**config.mk**
```make
export PLATFORM = sky130hd
export DESIGN_NAME = ex_mem_stage
export DESIGN_NICKNAME = d
export VERILOG_FILES = /design/src/rtl/ex_mem_stage.sv
export SDC_FILE = /design/constraint.sdc
export NUM_CORES = 1
export LEC_CHECK = 0
export CORE_AREA = 3 3 137 172
export DETAILED_ROUTE_END_ITERATION = 8
export DIE_AREA = 0 0 140 175
export PLACE_DENSITY = 0.86
export SLEW_MARGIN = 5
export SYNTH_ARGS = -nofsm -noshare
export SYNTH_HDL_FRONTEND = slang
export SYNTH_SLANG_ARGS = --single-unit
```
**constraint.sdc**
```tcl
create_clock -name clk_i -period 7.7 [get_ports clk_i]
set_input_delay 1.155 -clock clk_i [delete_from_list [all_inputs] [get_ports clk_i]]
set_output_delay 1.155 -clock clk_i [all_outputs]
set_load 0.01 [all_outputs]
```
**src/rtl/ex_mem_stage.sv**
```systemverilog
`default_nettype none
// ============================================================================
// Module   : ex_mem_stage
// Brief    : EX stage ALU with iterative shift-add multiplier and EX/MEM register
// Revision : 1.0
// ============================================================================
module ex_mem_stage #(
  parameter int MUL_BITS_PER_CYCLE = 1
) (
  input  logic        clk_i,
  input  logic        rst_i,
  input  logic        valid_i,
  input  logic [31:0] val1_i,
  input  logic [31:0] val2_i,
  input  logic [3:0]  alu_ctrl_i,
  input  logic [31:0] simm_i,
  input  logic [4:0]  rd_addr_i,
  input  logic [1:0]  mem_i,
  input  logic        wb_i,
  output logic        stall_o,
  output logic        busy_o,
  output logic        valid_o,
  output logic [31:0] alu_result_o,
  output logic        zero_o,
  output logic [31:0] simm_o,
  output logic [4:0]  rd_addr_o,
  output logic [1:0]  mem_o,
  output logic        wb_o
);

  localparam int         N_ITER     = 32 / MUL_BITS_PER_CYCLE;
  localparam logic [4:0] c_last_cnt = 5'(N_ITER - 1);

  localparam logic [0:0] c_st_idle = 1'b0;
  localparam logic [0:0] c_st_busy = 1'b1;

  localparam logic [3:0] c_op_and = 4'b0000;
  localparam logic [3:0] c_op_or  = 4'b0001;
  localparam logic [3:0] c_op_add = 4'b0010;
  localparam logic [3:0] c_op_sub = 4'b0110;
  localparam logic [3:0] c_op_mul = 4'b1111;

  logic [0:0]  state_q, state_d;
  logic [4:0]  cnt_q, cnt_d;
  logic [31:0] mcand_q, mcand_d;
  logic [31:0] mplier_q, mplier_d;
  logic [31:0] acc_q, acc_d;
  logic [31:0] cap_simm_q, cap_simm_d;
  logic [4:0]  cap_rd_q, cap_rd_d;
  logic [1:0]  cap_mem_q, cap_mem_d;
  logic        cap_wb_q, cap_wb_d;

  logic        valid_q, valid_d;
  logic [31:0] result_q, result_d;
  logic        zero_q, zero_d;
  logic [31:0] simm_q, simm_d;
  logic [4:0]  rd_q, rd_d;
  logic [1:0]  mem_q, mem_d;
  logic        wb_q, wb_d;

  logic [31:0] w_alu_res;
  logic [31:0] w_partial;
  logic [31:0] w_product;
  logic        w_is_mul;
  logic        w_accept;
  logic        w_last;

  always_comb begin
    w_alu_res = '0;
    case (alu_ctrl_i)
      c_op_add: w_alu_res = val1_i + val2_i;
      c_op_sub: w_alu_res = val1_i - val2_i;
      c_op_and: w_alu_res = val1_i & val2_i;
      c_op_or:  w_alu_res = val1_i | val2_i;
      default:  w_alu_res = '0;
    endcase
  end

  // Sum of this iteration's partial products; upper product bits fall off naturally.
  always_comb begin
    w_partial = '0;
    for (int k = 0; k < MUL_BITS_PER_CYCLE; k++) begin
      if (mplier_q[k]) begin
        w_partial = w_partial + (mcand_q << k);
      end
    end
  end

  assign w_product = acc_q + w_partial;
  assign w_is_mul  = (alu_ctrl_i == c_op_mul);
  assign w_accept  = (state_q == c_st_idle) && valid_i && w_is_mul;
  assign w_last    = (state_q == c_st_busy) && (cnt_q == c_last_cnt);

  assign stall_o = w_accept || ((state_q == c_st_busy) && (cnt_q != c_last_cnt));
  assign busy_o  = (state_q == c_st_busy);

  always_comb begin
    state_d    = state_q;
    cnt_d      = cnt_q;
    mcand_d    = mcand_q;
    mplier_d   = mplier_q;
    acc_d      = acc_q;
    cap_simm_d = cap_simm_q;
    cap_rd_d   = cap_rd_q;
    cap_mem_d  = cap_mem_q;
    cap_wb_d   = cap_wb_q;

    valid_d  = 1'b0;
    result_d = '0;
    zero_d   = 1'b0;
    simm_d   = '0;
    rd_d     = '0;
    mem_d    = '0;
    wb_d     = 1'b0;

    case (state_q)
      c_st_idle: begin
        if (w_accept) begin
          state_d    = c_st_busy;
          cnt_d      = '0;
          mcand_d    = val1_i;
          mplier_d   = val2_i;
          acc_d      = '0;
          cap_simm_d = simm_i;
          cap_rd_d   = rd_addr_i;
          cap_mem_d  = mem_i;
          cap_wb_d   = wb_i;
        end else if (valid_i) begin
          valid_d  = 1'b1;
          result_d = w_alu_res;
          zero_d   = (w_alu_res == '0);
          simm_d   = simm_i;
          rd_d     = rd_addr_i;
          mem_d    = mem_i;
          wb_d     = wb_i;
        end
      end
      c_st_busy: begin
        acc_d    = w_product;
        mcand_d  = mcand_q << MUL_BITS_PER_CYCLE;
        mplier_d = mplier_q >> MUL_BITS_PER_CYCLE;
        cnt_d    = cnt_q + 5'd1;
        if (w_last) begin
          state_d  = c_st_idle;
          cnt_d    = '0;
          valid_d  = 1'b1;
          result_d = w_product;
          zero_d   = (w_product == '0);
          simm_d   = cap_simm_q;
          rd_d     = cap_rd_q;
          mem_d    = cap_mem_q;
          wb_d     = cap_wb_q;
        end
      end
      default: begin
        state_d = c_st_idle;
        cnt_d   = '0;
      end
    endcase
  end

  always_ff @(posedge clk_i) begin
    if (rst_i) begin
      state_q    <= c_st_idle;
      cnt_q      <= '0;
      mcand_q    <= '0;
      mplier_q   <= '0;
      acc_q      <= '0;
      cap_simm_q <= '0;
      cap_rd_q   <= '0;
      cap_mem_q  <= '0;
      cap_wb_q   <= 1'b0;
      valid_q    <= 1'b0;
      result_q   <= '0;
      zero_q     <= 1'b0;
      simm_q     <= '0;
      rd_q       <= '0;
      mem_q      <= '0;
      wb_q       <= 1'b0;
    end else begin
      state_q    <= state_d;
      cnt_q      <= cnt_d;
      mcand_q    <= mcand_d;
      mplier_q   <= mplier_d;
      acc_q      <= acc_d;
      cap_simm_q <= cap_simm_d;
      cap_rd_q   <= cap_rd_d;
      cap_mem_q  <= cap_mem_d;
      cap_wb_q   <= cap_wb_d;
      valid_q    <= valid_d;
      result_q   <= result_d;
      zero_q     <= zero_d;
      simm_q     <= simm_d;
      rd_q       <= rd_d;
      mem_q      <= mem_d;
      wb_q       <= wb_d;
    end
  end

  assign valid_o      = valid_q;
  assign alu_result_o = result_q;
  assign zero_o       = zero_q;
  assign simm_o       = simm_q;
  assign rd_addr_o    = rd_q;
  assign mem_o        = mem_q;
  assign wb_o         = wb_q;

endmodule
`default_nettype wire

```
# Yosys cells after proc, flatten, opt, wreduce, memory -nomap -nowiden
# Index checks and enable logic that the tools add are counted.
[totals] register_bits=216 wordCells=81
[classes] n_reduce_logical=9 n_mux=42 add_sub_neg=4 n_bitwise=3 n_eq_ne=7
[ops] operator="$mux 32" n=10
[ops] operator="$pmux 32 s2" n=5
[ops] operator="$pmux 32 s4" n=1
[ops] operator="$add 32x32->32" n=2
[ops] operator="$logic_not 32->1" n=2
[ops] operator="$and 32x32->32" n=1
[ops] operator="$or 32x32->32" n=1
[ops] operator="$sub 32x32->32" n=1
[ops] operator="$mux 5" n=5
[ops] operator="$pmux 5 s2" n=2
[ops] operator="$mux 1" n=11
[ops] operator="$pmux 1 s2" n=4
[ops] operator="$mux 2" n=3
[ops] operator="$add 5x1->5 const B" n=1
[ops] operator="$eq 5x5->1 const B" n=1
[ops] operator="$ne 5x5->1 const B" n=1
[ops] operator="$eq 4x1->1 const B" n=1
[ops] operator="$eq 4x2->1 const B" n=1
[ops] operator="$eq 4x3->1 const B" n=1
[ops] operator="$eq 4x4->1 const B" n=1
[ops] operator="$logic_and 1x1->1" n=4
[ops] operator="$logic_not 4->1" n=1
[ops] operator="$pmux 2 s2" n=1
[ops] operator="$ne 2x2->1 const B" n=1
[ops] operator="other kinds (3)" n=3

# Logic depth before layout (Yosys ltp)
# Gate-level depths: netlist (run 1).
[depth] ltp_word=6 depth_mapped=23 depth_no_buf=22

# Worst setup path after synthesis (run 1)
# OpenSTA, ideal clock, no wires.
[synth_timing] path_kind="input port to flip-flop" from="input port alu_ctrl_i[0]" to="register zero_q, in the netlist zero_o" setup_ns=0.069 setup_slack_ns=2.294 required_ns=7.631 cell_stages=20 t_arrival_ns=5.337 n_path_buf=4 cell_sequence="clkbuf_1 -> nor3b_1 -> clkbuf_1 -> clkbuf_1 -> nand2_1 -> clkbuf_1 -> o21ai_0 -> inv_1 -> ha_1 -> nand3b_1 -> a211oi_2 -> nor2_1 -> a2111oi_1 -> o21ai_0 -> a31oi_1 -> nand4_1 -> or4_1 -> nor4_1 -> nand2_1 -> o21ai_1"
[synth_via] elab_chain_len=6
[synth_rtl] item="from (decl)" line_no="15" source="input logic [3:0] alu_ctrl_i,"
[synth_rtl] item="$eq 4x1->1, or another cell as far along" line_no="70" source="case (alu_ctrl_i)"
[synth_rtl] item="$pmux 32 s4" line_no="70"
[synth_rtl] item="$logic_not 32->1" line_no="131" source="zero_d = (w_alu_res == '0);"
[synth_rtl] item="$mux 1" line_no="128" source="end else if (valid_i) begin"
[synth_rtl] item="$mux 1 *" line_no="118" source="if (w_accept) begin"
[synth_rtl] item="$pmux 1 s2 *" line_no="116" source="case (state_q)"
[synth_rtl] item="to (signal assigned)" line_no="192" source="zero_q <= zero_d;"
[synth_rtl] item="to (decl)" line_no="55" source="logic zero_q, zero_d;"
# Every way passes the cells marked *; elsewhere a longest branch is shown, timed or not.
# A chain may end at the register's enable or synchronous reset.

# Worst setup path in the final report (run 1)
[layout_timing] from="input port val2_i[8]" to="register zero_q, in the netlist zero_o"
[layout_via] elab_chain_len=6
[layout_rtl] item="from (decl)" line_no="14" source="input logic [31:0] val2_i,"
[layout_rtl] item="$sub 32x32->32, or another cell as far along" line_no="72" source="c_op_sub: w_alu_res = val1_i - val2_i;"
[layout_rtl] item="$pmux 32 s4 *" line_no="70"
[layout_rtl] item="$logic_not 32->1 *" line_no="131"
[layout_rtl] item="$mux 1 *" line_no="128"
[layout_rtl] item="$mux 1 *" line_no="118"
[layout_rtl] item="$pmux 1 s2 *" line_no="116"
# Marked as above.

==> results of run 1 <==
==> cells by family (layout without fill, tap and decap cells) <==
logic type / count (synthesis) / in the layout
AOI/OAI and AO/OA: 540 / 540
xor gates and xnor gates: 77 / 77
adders and majority gates: 92 / 92
buffers and inverters: 144 / 259
DFF: 216 / 216
muxes: 2 / 2
and+or+nand+nor: 734 / 734
==> per-layer routing <==
metal | vias to the layer above | track usage | routed length (µm)
met5 | - | 0 | 0
met4 | 0 | 0.1159 | 1604
met3 | 111 | 0.03641 | 3151
met2 | 609 | 0.5449 | 19730
met1 | 6283 | 0.4030 | 16190
li1 | 6500 | - | -
==> worst max-delay path: stages <==
cell	delay (ns)
clkdlybuf4s50_1	0.54
or4_1	0.59
nor4_1	0.56
nand2_1	0.31
o31ai_1	0.33
xor2_1	0.11
ha_1	0.37
and2_1	0.22
nor2b_1	0.17
nand2_1	0.11
a2111oi_1	0.58
o21ai_0	0.15
a31oi_1	0.26
nand4_1	0.11
or4_1	0.49
nor4_1	0.28
nand2_1	0.07
o21ai_1	0.07
==> power by group through the flow <==
stage                     sequential (mW)  combinational, mW  clock [mW]
final                                1.15              0.478        1.11
after global routing                 1.15              0.517        1.17
after CTS                            1.15              0.469        1.12
after detailed placement             1.17              0.467           0
after global placement               1.17              0.465           0
after floorplan                      1.18              0.279           0
==> per-stage QoR <==
stage,power (mW),hold WS [ns]
2_1_floorplan,1.455,0.4360
6_report,2.736,0.4559
4_1_cts,2.736,0.4540
5_1_grt,2.838,0.4692
3_5_place_dp,1.641,0.4460
3_3_place_gp,1.638,0.4409
==> flip-flops by register name, summed over array words and instances (netlist names) <==
name / count
valid_o: 1
mcand_q: 32
busy_o: 1
cap_simm_q: 32
wb_o: 1
simm_o: 32
alu_result_o: 32
mem_o: 2
zero_o: 1
cap_wb_q: 1
mplier_q: 32
rd_addr_o: 5
cap_rd_q: 5
cnt_q: 5
cap_mem_q: 2
acc_q: 32
==> layout make-up <==
class                      instances  area share
inverter                          22    0.005217
clock buffer                      26     0.03771
clock inverter                    13    0.009249
timing repair buffer             198      0.1231
multi-input combinational       1445      0.5289
sequential                       216      0.2734
tap                              283     0.02237
==> synth_stat cells, drive strengths merged, types with 16 or more instances <==
library cell and number:
a211oi 16, nor2 247, buf 16, xnor2 51, a22oi 64, ha 67
inv 22, o21ai 56, xor2 26, and2 46, a21oi 290, maj3 23
nand2 316, dfxtp 216, nor3 22, a21o 19, clkbuf 106
==> path summary, 6_finish.rpt <==
path / from / slack, ns / depth (start not counted) / endpoint
setup / recovery: val2_i[8] / 1.65 / 18 / zero_o
hold / removal: cap_simm_q[15] / 0.46 / 2 / cap_simm_q[15]
setup reg to reg: mplier_q[0] / 2.88 / 13 / zero_o
hold reg to reg: cap_simm_q[15] / 0.46 / 2 / cap_simm_q[15]
==> flow_metrics.env, run 1 <==
export IMPL_via_per_inst=6.129
export IMPL_tightest_slew_ns=1.091
export IMPL_cts_resized=0
export IMPL_holdBufCountCts=0
export IMPL_power_frac_seq=0.420
export IMPL_slew_headroom=0.2724
export IMPL_yosysWarnings=0
export IMPL_htreeDepth=1
export IMPL_fin_ws_ns=1.646
export IMPL_postSynthAreaPerCell_um2=7.327
export IMPL_crit_fanout=7
export IMPL_end_kind="flip-flop"
export IMPL_synth_edff_count=0
export IMPL_drv_slew=0
export IMPL_hold_class="flip-flop to flip-flop"
export IMPL_grt_pass1_vias=12672
export IMPL_grtUsageTotal=0.3147
export IMPL_diodes=0
export IMPL_layout_commonest_cell="nand2_1"
export IMPL_ios=187
export IMPL_drt_first_pass_iters=5
export IMPL_yosysTopAreaCell="dfxtp_1"
export IMPL_critical_path_class="input port to flip-flop"
export IMPL_synth_cells=1805
export IMPL_grt_pass1_wl_mm=64.35
export IMPL_postPlaceCellArea_um2=15080
export IMPL_final_cell_mix="nand2_1, a21oi_1, nor2_1, dfxtp_1, clkdlybuf4s50_1"
export IMPL_synth_compound_area_frac=0.2527
export IMPL_dp_worst_setup_slack_ns=1.216
export IMPL_io_buffers=186
export IMPL_wl_mm=40.68
export IMPL_synth_xor_area_frac=0.05099
export IMPL_post_route_period_util=0.7862
export IMPL_ys_ff_latch=216
export IMPL_antenna_left=0
export IMPL_multiInputGateArea_um2=8372
export IMPL_stdcell_count=2203
export IMPL_seq_area_frac_synth=0.3270
export IMPL_post_route_drc_count=0
export IMPL_drive_above_1_share=0.04115
export IMPL_clk_pin_slew_ns=0.06
export IMPL_grt_antenna_before_repair=0
export IMPL_drv_cap=0
export IMPL_fin_crit_ns=6.054
export IMPL_syn_to_final_growth_pct=19.68
export IMPL_ys_flop_type="dfxtp_1"
export IMPL_skew_ns=0.02921
export IMPL_p_per_area_nw_per_um2=172.9
export IMPL_startpoint_type="input port"
export IMPL_p_comb_frac=0.175
export IMPL_drt_iter0_markers=1289
export IMPL_synthSimpleGateAreaFrac=0.2425
export IMPL_cp_data_required_time_ns=8.15
export IMPL_dp_cells=2164
export IMPL_coreArea_um2=22130
export IMPL_hold_viol_final=0
export IMPL_p_int_mw=1.974
export IMPL_synth_cell_types=83
export IMPL_die_x_um=140
export IMPL_cts_setup_buffers=0
export IMPL_initial_core_util=0.5975
export IMPL_dieArea_um2=24500
export IMPL_muxShareOfSynthArea=0.001514
export IMPL_synth_adder_area_share=0.08382
export IMPL_synthArstFlopShare=0
export IMPL_finalNetCount=2086
export IMPL_fin_util=0.7151
export IMPL_rsz0062_at_grt="false"
export IMPL_clock_latency_ns=0.54
export IMPL_numCtsBuffers=23
export IMPL_synth_top_family_by_area="compound AO/OA/AOI/OAI gates"
export IMPL_die_h_um=175
export IMPL_swShare=0.2785
export IMPL_synth_area_um2=13230
export IMPL_vias=13503
export IMPL_p_clk_frac=0.405
export IMPL_place_hpwl_mm=29.12
export IMPL_fmax_mhz=165.2
export IMPL_fillers=1798
export IMPL_status="completed"
export IMPL_grt_ovfl_total=0
export IMPL_synth_top_cell_area_share=0.3270
export IMPL_vdd_drop_max_uv=181.9
export IMPL_cts_tree="done"
export IMPL_switchingPower_mw=0.7619
export IMPL_setup_violations=0
export IMPL_root_buffer="clkbuf_16"
export IMPL_p_leak_nw=6.057
export IMPL_clkSinkCount=216
export IMPL_place_congestion=0.9584
export IMPL_syn_num_nets=1985
export IMPL_stdcell_area_um2=15830
export IMPL_crit_arrival_ns=6.50
export IMPL_final_setup_tns_ns=0
export IMPL_grt_max_degree=116
export IMPL_seqCellArea_um2=4328
export IMPL_ctsLongestPathBuffers=3
export IMPL_post_drt_wl_per_cell_um=18.46
export IMPL_placementRows=61
export IMPL_netlist_top_cells_area="dfxtp_1, a21oi_1, nand2_1"
Power figures use the tool's default switching activity.
==> run 2: changes to the inputs <==
Settings changed: CORE_AREA 3 3 137 172 to 3 3 150 188, DIE_AREA 0 0 140 175 to 0 0 153 191, PLACE_DENSITY 0.86 to 0.76.
Clock period 7.7 ns to 5.15 ns, I/O delays scaled along.
==> run 2 against run 1 <==
Against the previous run: sequential share of layout area decreased by 1.9 points; clock-buffer cell count up 5; clock power up 41%; die area is 19% higher; worst setup slack got worse by 1.4 ns; via count rose by 2.6%; sequential power is 49% higher; wire length rose by 2.5%; global-route usage is 4.4 points lower; sequential cell count stayed put; register-to-register slack worse by 2.1 ns.
==> flow_metrics.env, run 2 (synthesis gave the netlist of run 1 again) <==
export IMPL_status="completed"
export IMPL_end_kind="flip-flop"
export IMPL_diodes=0
export IMPL_fmax_mhz=205.3
export IMPL_hold_start="cap_rd_q[4]"
export IMPL_skew_ns=0.02088
export IMPL_crit_arrival_ns=5.32
export IMPL_grt_antenna_before_repair=0
export IMPL_place_congestion=0.9339
export IMPL_clkSinkCount=216
export IMPL_numCtsBuffers=23
export IMPL_tightest_slew_ns=1.011
export IMPL_layout_commonest_cell="nand2_1"
export IMPL_slowest_stage="or4_1"
export IMPL_place_hpwl_mm=30.72
export IMPL_die_h_um=191
export IMPL_wl_mm=41.71
export IMPL_ios=187
export IMPL_crit_fanout=4
export IMPL_finalNetCount=2234
export IMPL_io_buffers=186
export IMPL_rsz0062_at_grt="false"
export IMPL_placementRows=67
export IMPL_grt_ovfl_total=0
export IMPL_drive_above_1_share=0.1144
export IMPL_drv_slew=0
export IMPL_grt_pass1_vias=13078
export IMPL_worstPathCellList="clkdlybuf4s50_1, or3_1, or3b_4, nor2_4, nand2_2, nor2_2, a21oi_1, xnor2_1, ha_1, a311oi_1, nand2_1, a41o_1, o22a_1, or3_1, a31oi_2, nand4_1, or4_1, nor4_1, nand2_1, o21ai_1"
export IMPL_cts_tree="done"
export IMPL_grtUsageTotal=0.2705
export IMPL_post_drt_wl_per_cell_um=17.27
export IMPL_grt_max_degree=119
export IMPL_hold_viol_final=0
export IMPL_fin_crit_ns=4.872
export IMPL_grt_pass1_wl_mm=66.09
export IMPL_vias=13858
export IMPL_startpoint_type="input port"
export IMPL_syn_to_final_growth_pct=28.78
export IMPL_critPathMaxStageDelay_ns=0.49
export IMPL_fin_ws_ns=0.2784
export IMPL_fillers=2339
export IMPL_fin_util=0.6369
export IMPL_dp_worst_setup_slack_ns=-0.5532
export IMPL_crit_start="val2_i[5]"
export IMPL_dp_cells=2373
export IMPL_initial_core_util=0.4945
export IMPL_hold_class="flip-flop to flip-flop"
export IMPL_drt_iter0_markers=867
export IMPL_clk_pin_slew_ns=0.06
export IMPL_timing_rr_start="mplier_q[0]"
export IMPL_final_setup_tns_ns=0
export IMPL_critical_path_class="input port to flip-flop"
export IMPL_vdd_drop_max_uv=251.6
export IMPL_p_per_area_nw_per_um2=243.3
export IMPL_cp_data_required_time_ns=5.60
export IMPL_final_cell_mix="nand2_1, a21oi_1, nor2_1, dfxtp_1, clkdlybuf4s50_1"
export IMPL_root_buffer="clkbuf_16"
export IMPL_p_leak_nw=6.771
export IMPL_post_route_period_util=0.9459
export IMPL_die_x_um=153
export IMPL_clock_latency_ns=0.53
export IMPL_via_per_inst=5.736
export IMPL_post_route_drc_count=0
export IMPL_drv_cap=0
export IMPL_antenna_left=0
export IMPL_ctsLongestPathBuffers=3
export IMPL_holdWs_ns=0.4521
export IMPL_htreeDepth=1
export IMPL_coreArea_um2=26740
export IMPL_dieArea_um2=29220
export IMPL_setup_violations=0
export IMPL_drt_first_pass_iters=5
export IMPL_slew_headroom=0.3257
export IMPL_stdcell_count=2416
-- run 2: changes by cell type in the layout (fill, tap and decap cells not counted), sizes merged --
cell / delta
buf: +148
clkinvlp: -1
inv: -2
bufinv: -2
clkbuf: +5
clkinv: +3
-- run 2: through the flow --
| step | power, mW | cell area (µm²) |
|---|---|---|
| 5_1_grt | 4.310 | 17030 |
| 2_1_floorplan | 2.176 | 13230 |
| 3_3_place_gp | 2.588 | 16270 |
| 4_1_cts | 4.156 | 16970 |
| 6_report | 4.144 | 17030 |
| 3_5_place_dp | 2.598 | 16270 |
-- run 2: final timing paths --
| check | end | slack, ns | cells past startpoint |
|---|---|---|---|
| max | zero_o | 0.28 | 20 |
| min reg2reg | cap_rd_q[4] | 0.45 | 2 |
| min | cap_rd_q[4] | 0.45 | 2 |
| max reg2reg | zero_o | 0.80 | 14 |
-- run 2: what timing repair did --
item	in CTS	in global routing
cloned	0	0
gates resized for setup	1	12
pin swaps	0	1
setup endpoints to repair	1	5
setup buffers	0	1
hold buffers	0	0
-- run 2: cell type report --
| cell class | count | area (µm²) | area share |
|---|---|---|---|
| multi-input cells | 1445 | 8426 | 0.4947 |
| flip-flops and latches | 216 | 4328 | 0.2541 |
| repair buffers | 346 | 3059 | 0.1796 |
| inverters | 22 | 82.58 | 0.004849 |
| clock inverters | 11 | 78.83 | 0.004628 |
| well taps | 345 | 431.7 | 0.02535 |
| clock buffers | 31 | 625.6 | 0.03673 |
-- run 2: routing by layer --
metal | up-vias | track usage | share of wire
met4 | 0 | 0.09462 | 0.034
met1 | 6469 | 0.3392 | 0.41
met3 | 88 | 0.02899 | 0.061
met2 | 496 | 0.4835 | 0.50
li1 | 6805 | - | -
met5 | - | 0 | 0
-- run 2: critical path: cells and delay by family --
kind	cells	cell delay [ns]
compound gates	6	1.04
buf+inv	1	0.46
simple gates	11	2.62
fa+ha+maj	1	0.29
xor+xnor	1	0.14
-- run 2: report_power, final --
part / switching [mW] / total (mW) / internal [mW]
combinational: 0.442 / 0.865 / 0.423
clock: 0.700 / 1.56 / 0.863
sequential: 0.0137 / 1.71 / 1.70
total: 1.16 / 4.14 / 2.99
